--- src/rtl/mem_arbiter.sv ---
// Two-port req/ack arbiter in front of a single synchronous-read memory.
// Each access takes IDLE -> ACCESS -> DONE, so one access completes every three cycles.
module mem_arbiter #(
  parameter int unsigned ADDR_WIDTH = 32,
  parameter int unsigned DATA_WIDTH = 32,
  parameter int unsigned FIXED_PRIO = 0
) (
  input  logic                  clk,
  input  logic                  reset,
  input  logic                  req0,
  input  logic                  req1,
  input  logic                  we0,
  input  logic                  we1,
  input  logic [ADDR_WIDTH-1:0] adr0,
  input  logic [ADDR_WIDTH-1:0] adr1,
  input  logic [DATA_WIDTH-1:0] wd0,
  input  logic [DATA_WIDTH-1:0] wd1,
  output logic                  ack0,
  output logic                  ack1,
  output logic [DATA_WIDTH-1:0] rdata,
  output logic [ADDR_WIDTH-1:0] madr,
  output logic [DATA_WIDTH-1:0] mwd,
  output logic                  mwe,
  input  logic [DATA_WIDTH-1:0] mrd,
  output logic [1:0]            grant,
  output logic                  busy
);

  typedef enum logic [1:0] {StIdle, StAccess, StDone} state_e;

  state_e                state_q, state_d;
  logic [1:0]            grant_q, grant_d;
  logic                  last_q, last_d;   // 1 = port 1 owned the previous access
  logic [ADDR_WIDTH-1:0] madr_q, madr_d;
  logic [DATA_WIDTH-1:0] mwd_q, mwd_d;
  logic                  mwe_q, mwe_d;
  logic [1:0]            ack_q, ack_d;
  logic                  busy_q, busy_d;
  logic                  win1;

  // Pick the winner among the current requests; only used in IDLE.
  always_comb begin
    win1 = req1;
    if (req0 && req1) begin
      win1 = (FIXED_PRIO != 0) ? 1'b0 : ~last_q;
    end
  end

  // Next-state and registered-output computation.
  always_comb begin
    state_d = state_q;
    grant_d = grant_q;
    last_d  = last_q;
    madr_d  = madr_q;
    mwd_d   = mwd_q;
    mwe_d   = mwe_q;
    ack_d   = ack_q;
    busy_d  = busy_q;
    unique case (state_q)
      StIdle: begin
        if (req0 || req1) begin
          state_d = StAccess;
          grant_d = win1 ? 2'b10 : 2'b01;
          last_d  = win1;
          madr_d  = win1 ? adr1 : adr0;
          mwd_d   = win1 ? wd1 : wd0;
          mwe_d   = win1 ? we1 : we0;
          busy_d  = 1'b1;
        end
      end
      StAccess: begin
        state_d = StDone;
        mwe_d   = 1'b0;
        ack_d   = grant_q;
      end
      StDone: begin
        state_d = StIdle;
        grant_d = 2'b00;
        ack_d   = 2'b00;
        busy_d  = 1'b0;
      end
      default: begin
        state_d = StIdle;
        grant_d = 2'b00;
        mwe_d   = 1'b0;
        ack_d   = 2'b00;
        busy_d  = 1'b0;
      end
    endcase
  end

  // State and output registers; synchronous active-low reset aborts any access.
  always_ff @(posedge clk) begin
    if (!reset) begin
      state_q <= StIdle;
      grant_q <= 2'b00;
      last_q  <= 1'b1;
      madr_q  <= '0;
      mwd_q   <= '0;
      mwe_q   <= 1'b0;
      ack_q   <= 2'b00;
      busy_q  <= 1'b0;
    end else begin
      state_q <= state_d;
      grant_q <= grant_d;
      last_q  <= last_d;
      madr_q  <= madr_d;
      mwd_q   <= mwd_d;
      mwe_q   <= mwe_d;
      ack_q   <= ack_d;
      busy_q  <= busy_d;
    end
  end

  assign ack0  = ack_q[0];
  assign ack1  = ack_q[1];
  assign grant = grant_q;
  assign madr  = madr_q;
  assign mwd   = mwd_q;
  assign mwe   = mwe_q;
  assign busy  = busy_q;
  // Synchronous-read data lands in DONE; only meaningful while an ack is high.
  assign rdata = mrd;

endmodule

--- config.mk ---
export PLATFORM = sky130hd
export DESIGN_NAME = mem_arbiter
export DESIGN_NICKNAME = d
export VERILOG_FILES = /design/src/rtl/mem_arbiter.sv
export SDC_FILE = /design/constraint.sdc
export NUM_CORES = 1
export LEC_CHECK = 0
export CAP_MARGIN = 20
export CORE_AREA = 2 2 105 107
export DETAILED_ROUTE_END_ITERATION = 7
export DIE_AREA = 0 0 107 109
export GPL_TIMING_DRIVEN = 0
export PLACE_DENSITY = 0.82
export SYNTH_ARGS = -nofsm -noshare
export SYNTH_HDL_FRONTEND = slang
export SYNTH_SLANG_ARGS = --single-unit
export TNS_END_PERCENT = 20
--- constraint.sdc ---
create_clock -name clk -period 2.1 [get_ports clk]
set_input_delay 0.42 -clock clk [delete_from_list [all_inputs] [get_ports clk]]
set_output_delay 0.42 -clock clk [all_outputs]
set_load 0.005 [all_outputs]
==> impl_results.md, run 1 <==
* Synth cell count leaders: dfxtp_1, nand3_1, nand2_1
* Area Overhead vs Synth at 75.2%
* Max-slew headroom at 57.6%
* Number of flops mapped to enable cells by yosys at 0
* Total grt overflow at 0
* Setup CP Type: input pin to flip-flop
* CTS resizes at 0
* Fin nets at 858
* Final core utilization at 60.9%
* Total Power at 4.22 mW
* Detailed Route WL at approximately 15000 µm
* Placed Cells at 821
* Initial DRC Count at 289
* CTS tree: done
* Cell Count, Final, Fillers Out at 837
* Fill cells at a little over 900
* Wire per inst at 17.4 µm
* Final hold vios at 0
* Gp weighted congestion at around 0.86
* RSZ-0062 raised after global routing: no
* Area occupied by multi-input gates at between 1500 and 2000 µm²
* Worst Setup SP: reset
* Max Freq at about 530 MHz
* Via count at 4572
* Yosys reg bits at 73
* Largest net degree at the start of global routing at 13
* Clk sinks at between 70 and 80
* FP Rows at 38
* Pwr dens at 654 nW/µm²
* Hold slack at 503 ps
* Post-synthesis async set-or-reset flop share at 0%
* Largest area contributor in the netlist: dfxtp_1
* Drt drc at 0
* Leakage at ~2.4 nW
* Share of cells above drive strength 1 at 14.1%
* First-pass GRT wire length at 21500 µm
* Design Area, Final at 6460 µm²
* Post-CTS Setup Repair Bufs at 0
* Peak supply drop at about 360 µV
* Setup WS pre-CTS at -110 ps
* R2R Setup Slk at between 400 and 500 ps
* Starting density of the core at between 30% and 40%
* Most frequent cell after synthesis: dfxtp_1
* Syn nets at 612
* Cell Area, Synth at 3690 µm²
* Final min period at 1880 ps
* Post-synth top area share at 39.6%
* Vias/cell at between 5 and 6
* Die height at 109 µm
* Post-synthesis sequential area ratio at 39.6%
* I/O pin count at 268
* Worst r2r src: state_q[0]$_SDFFE_PN0P_
* Main synth FF type: dfxtp_1
* Core Area at roughly 11000 µm²
* Final setup violation count at 0
* Vias in the first global route at 4538
* H-tree depth at 3
* Max clock buf depth at 2
* Max Cap Viol at 0
* Post-synthesis cell count at 446
* Clk_skew at 10.5 ps
* Syn_area_per_cell at roughly 8.3 µm²
* I/O Buffers at 235
* Crit start category: input pin
* TNS Setup at 0 ps
* Antenna violations before repair at 0
* Ys Warns at 0
* Antenna diodes at 0
* Post-DRT Antenna Nets at 0
* Global-route usage over all layers at 23.3%
* Worst Hold Class: flip-flop to flip-flop
* Total CTS buffers at 9
* Worst EP arrival at 2090 ps
* Skew-Pair Late Insertion Delay at 340 ps
* Root Driver: clkbuf_8
* CP Max Fanout at 10
* CTS Hold Bufs at 0
* Least-Margin Pin Slew at 636 ps
* Required time worst endpoint at 2310 ps
* Synth area leaders: dfxtp_1, buf_4, a31oi_1
* Worst setup EP type: flip-flop
* PnR worst setup slack at between 200 and 250 ps
* Die area at 11700 µm²
* Reg area at 1460 µm²
* Crit share post-route at 89.7%
* Outcome: finished clean
* Netlist cell types at 31
* Drt pass-1 iters at 5
* Max Slew Vio Count at 0
* Placed cell area at 6210 µm²
* DIE WIDTH at 107 µm
* DPL Wire Length at 11100 µm
* Worst-path clk slew at 90 ps
* HP Start: mwd[30]$_SDFFE_PN0P_
[worst max-delay path, stage by stage]
cell	delay [ps]
clkdlybuf4s50_1	510
inv_2	140
clkbuf_1	500
clkbuf_1	420
a31oi_1	90
[cells in the final DEF (no fill, tap or decap), drive strengths merged]
cell,instances
nand2b,1
nand2,44
mux2i,3
bufinv,3
or2,2
o32ai,1
a21oi,22
o21ai,43
a32oi,2
and3,1
a311oi,21
clkbuf,29
a21bo,1
a21boi,1
nand3,46
buf,67
clkdlybuf4s50,235
a31oi,43
nand4,43
nor2,8
inv,3
clkinv,1
o21bai,1
dfxtp,73
a21o,2
clkinvlp,1
[kinds of logic (layout without fill, tap and decap cells)]
kind of cell / count (synthesis) / count (layout) / synth area share [%]
and+or+nand+nor: 145 / 145 / 19.9
AOI/OAI and AO/OA: 137 / 137 / 24.9
buffers and inverters: 88 / 339 / 14.8
DFF: 73 / 73 / 39.6
muxes: 3 / 3 / 0.814
[sequential cells by signal (all words and copies together) (netlist names)]
signal,count
state_q,2
mwe,1
mwd,32
madr,32
ack_q,2
last_q,1
grant,2
busy,1
[metal layers]
metal,part of all wire (%),wire length (µm),global-route usage [%],vias to the layer above
met5,0,0,0,-
met4,2.3,339,9.18,0
met3,9.4,1360,6.22,28
met2,51,7390,42.5,298
met1,38,5460,25.9,2127
li1,-,-,-,2119
[where the power goes]
group | total [mW] | internal [mW] | switching (mW)
combinational | 1.26 | 0.726 | 0.535
clock | 1.37 | 0.821 | 0.546
sequential | 1.59 | 1.52 | 0.0745
[path summary, 6_finish.rpt]
check	endpoint	depth (start not counted)
setup / recovery	mwd[28]$_SDFFE_PN0P_	5
hold / removal	mwd[30]$_SDFFE_PN0P_	2
setup reg to reg	madr[27]$_SDFFE_PN0P_	5
hold reg to reg	mwd[30]$_SDFFE_PN0P_	2
[final cells by class]
class | count | share of cell area, %
inverter | 3 | 0.174
timing repair buffer | 235 | 36.4
buffer | 85 | 8.29
clock buffer | 11 | 2.19
sequential | 73 | 22.6
tap | 140 | 2.71
clock inverter | 5 | 1.59
multi-input combinational | 285 | 26.0
Power figures use the tool's default switching activity.
==> inputs of run 2 (changes only) <==
==> constraint.sdc (replaced) <==
create_clock -name clk -period 2.1 [get_ports clk]
set_input_delay 0.63 -clock clk [delete_from_list [all_inputs] [get_ports clk]]
set_output_delay 0.63 -clock clk [all_outputs]
set_load 0.005 [all_outputs]
==> run 2 against run 1 <==
Worst hold slack lost 1.2 ps. Highest routed layer unchanged. Combinational power hardly changed. Register-to-register slack about the same. Largest cell class unchanged. Non-clock buffer count is 1 lower. Die area did not move.
==> impl_results.md, run 2 (synthesized netlist as in run 1, its figures left out) <==
* Crit start category: input pin
* H-tree depth at 3
* Required time worst endpoint at about 2300 ps
* Setup CP Type: input pin to flip-flop
* Max Freq at 509 MHz
* Total CTS buffers at 9
* Max Cap Viol at 0
* CTS resizes at 0
* Area Overhead vs Synth at 75.1%
* Root Driver: clkbuf_8
* Vias/cell at 5.47
* RSZ-0062 raised after global routing: no
* Starting density of the core at between 30% and 40%
* DPL Wire Length at 11100 µm
* Design Area, Final at 6450 µm²
* Leakage at approximately 2.4 nW
* Crit share post-route at 93.6%
* Commonest non-fill, non-tap cell in the layout: clkdlybuf4s50_1
* Total grt overflow at 0
* Gp weighted congestion at 0.862
* Die height at around 110 µm
* Peak supply drop at 356 µV
* Fin nets at 857
* Placed cell area at between 6000 and 7000 µm²
* Skew-Pair Late Insertion Delay at 340 ps
* Post-CTS Setup Repair Bufs at 0
* Worst Setup SP: req0
* Vias in the first global route at between 4000 and 5000
* Antenna diodes at 0
* Clk_skew at roughly 10 ps
* Die area at 11700 µm²
* Max clock buf depth at 2
* Antenna violations before repair at 0
* Final setup violation count at 0
* Least-Margin Pin Slew at 626 ps
* Worst r2r src: state_q[0]$_SDFFE_PN0P_
* Max Slew Vio Count at 0
* Core Area at 10600 µm²
* Outcome: finished clean
* Most frequent cells in the layout: clkdlybuf4s50_1, dfxtp_1, nand3_1
* R2R Setup Slk at 500 ps
* Worst setup EP type: flip-flop
* Drt pass-1 iters at 4
* Worst EP arrival at 2180 ps
* Final hold vios at 0
* FP Rows at 38
* I/O Buffers at around 240
* CTS tree: done
* Fill cells at 909
* Share of cells above drive strength 1 at 14.1%
* Clk sinks at 73
* I/O pin count at between 200 and 300
* Detailed Route WL at 14500 µm
* Pwr dens at 654 nW/µm²
* Largest net degree at the start of global routing at 13
* DIE WIDTH at 107 µm
* Worst-path clk slew at 80 ps
* Final min period at between 1500 and 2000 ps
* HP Start: mwd[30]$_SDFFE_PN0P_
* Worst Hold Class: flip-flop to flip-flop
* First-pass GRT wire length at 21500 µm
* Via count at 4575
* Post-DRT Antenna Nets at 0
* Max-slew headroom at about three fifths
* Wire per inst at 17.4 µm
* CP Max Fanout at 10
* Global-route usage over all layers at 23.3%
* Initial DRC Count at 270
* Hold slack at 502 ps
* Drt drc at 0
## run 2: cell types whose count changed in the layout (fill, tap and decap cells not counted), sizes merged
cell / delta
clkbuf: -1
## run 2: timing repair
item                                    CTS  global route
hold endpoints to repair                  0             0
endpoints found under the setup margin    0            20
hold buffers                              0             0
## run 2: per-stage QoR
stage | util [%] | total power [mW] | std cells | TNS (ps) | setup slack, ps
after floorplan | - | 2.14 | 446 | 0 | 614
after global placement | 58.6 | 2.85 | 821 | -9420 | -305
after detailed placement | 58.6 | 2.88 | 821 | -10940 | -320
after CTS | 60.9 | 4.23 | 837 | 0 | 36.7
after global routing | 60.9 | 4.39 | 836 | 0 | 97.3
final | 60.9 | 4.22 | 836 | 0 | 134
## run 2: critical path, stage by stage
cell and delay (ps):
clkdlybuf4s50_1 610, buf_6 200, a21bo_4 170, buf_6 150
mux2i_1 290, o32ai_1 130
## run 2: final timing paths
check,endpoint,cells past startpoint
setup / recovery,mwe$_SDFFE_PN0P_,6
hold / removal,mwd[30]$_SDFFE_PN0P_,2
setup reg to reg,madr[27]$_SDFFE_PN0P_,5
hold reg to reg,mwd[30]$_SDFFE_PN0P_,2
## run 2: final cells by class
class	count	area, µm²	area share [%]
Inverter	3	11.3	0.174
Timing Repair Buffer	235	2350	36.4
Buffer	84	532	8.24
Clock inverter	5	103	1.59
Sequential cell	73	1460	22.6
Tap cell	140	175	2.71
Multi-Input combinational cell	285	1680	26.0
Clock buffer	11	141	2.19
## run 2: where the power goes
part	internal [mW]	total, mW	switching [mW]
Sequential	1.52	1.59	0.0744
Combinational	0.726	1.26	0.536
Clock	0.821	1.36	0.543
Total	3.07	4.22	1.15
## run 2: metal layers
metal / vias to the layer above / global-route usage [%] / wire, µm
met5: - / 0 / 0
met2: 297 / 42.5 / 7360
met4: 0 / 9.18 / 322
met3: 24 / 6.22 / 1390
met1: 2136 / 25.9 / 5470
li1: 2118 / - / -
==> inputs of run 3 (changes only) <==
--- a/config.mk
+++ b/config.mk
@@ -7,6 +7,7 @@
 export LEC_CHECK = 0
 export CAP_MARGIN = 20
 export CORE_AREA = 2 2 105 107
+export CTS_CLUSTER_DIAMETER = 120
 export DETAILED_ROUTE_END_ITERATION = 7
 export DIE_AREA = 0 0 107 109
 export GPL_TIMING_DRIVEN = 0
==> results of run 3 <==
The final DEF is identical to that of run 2; final timing and power are the same.
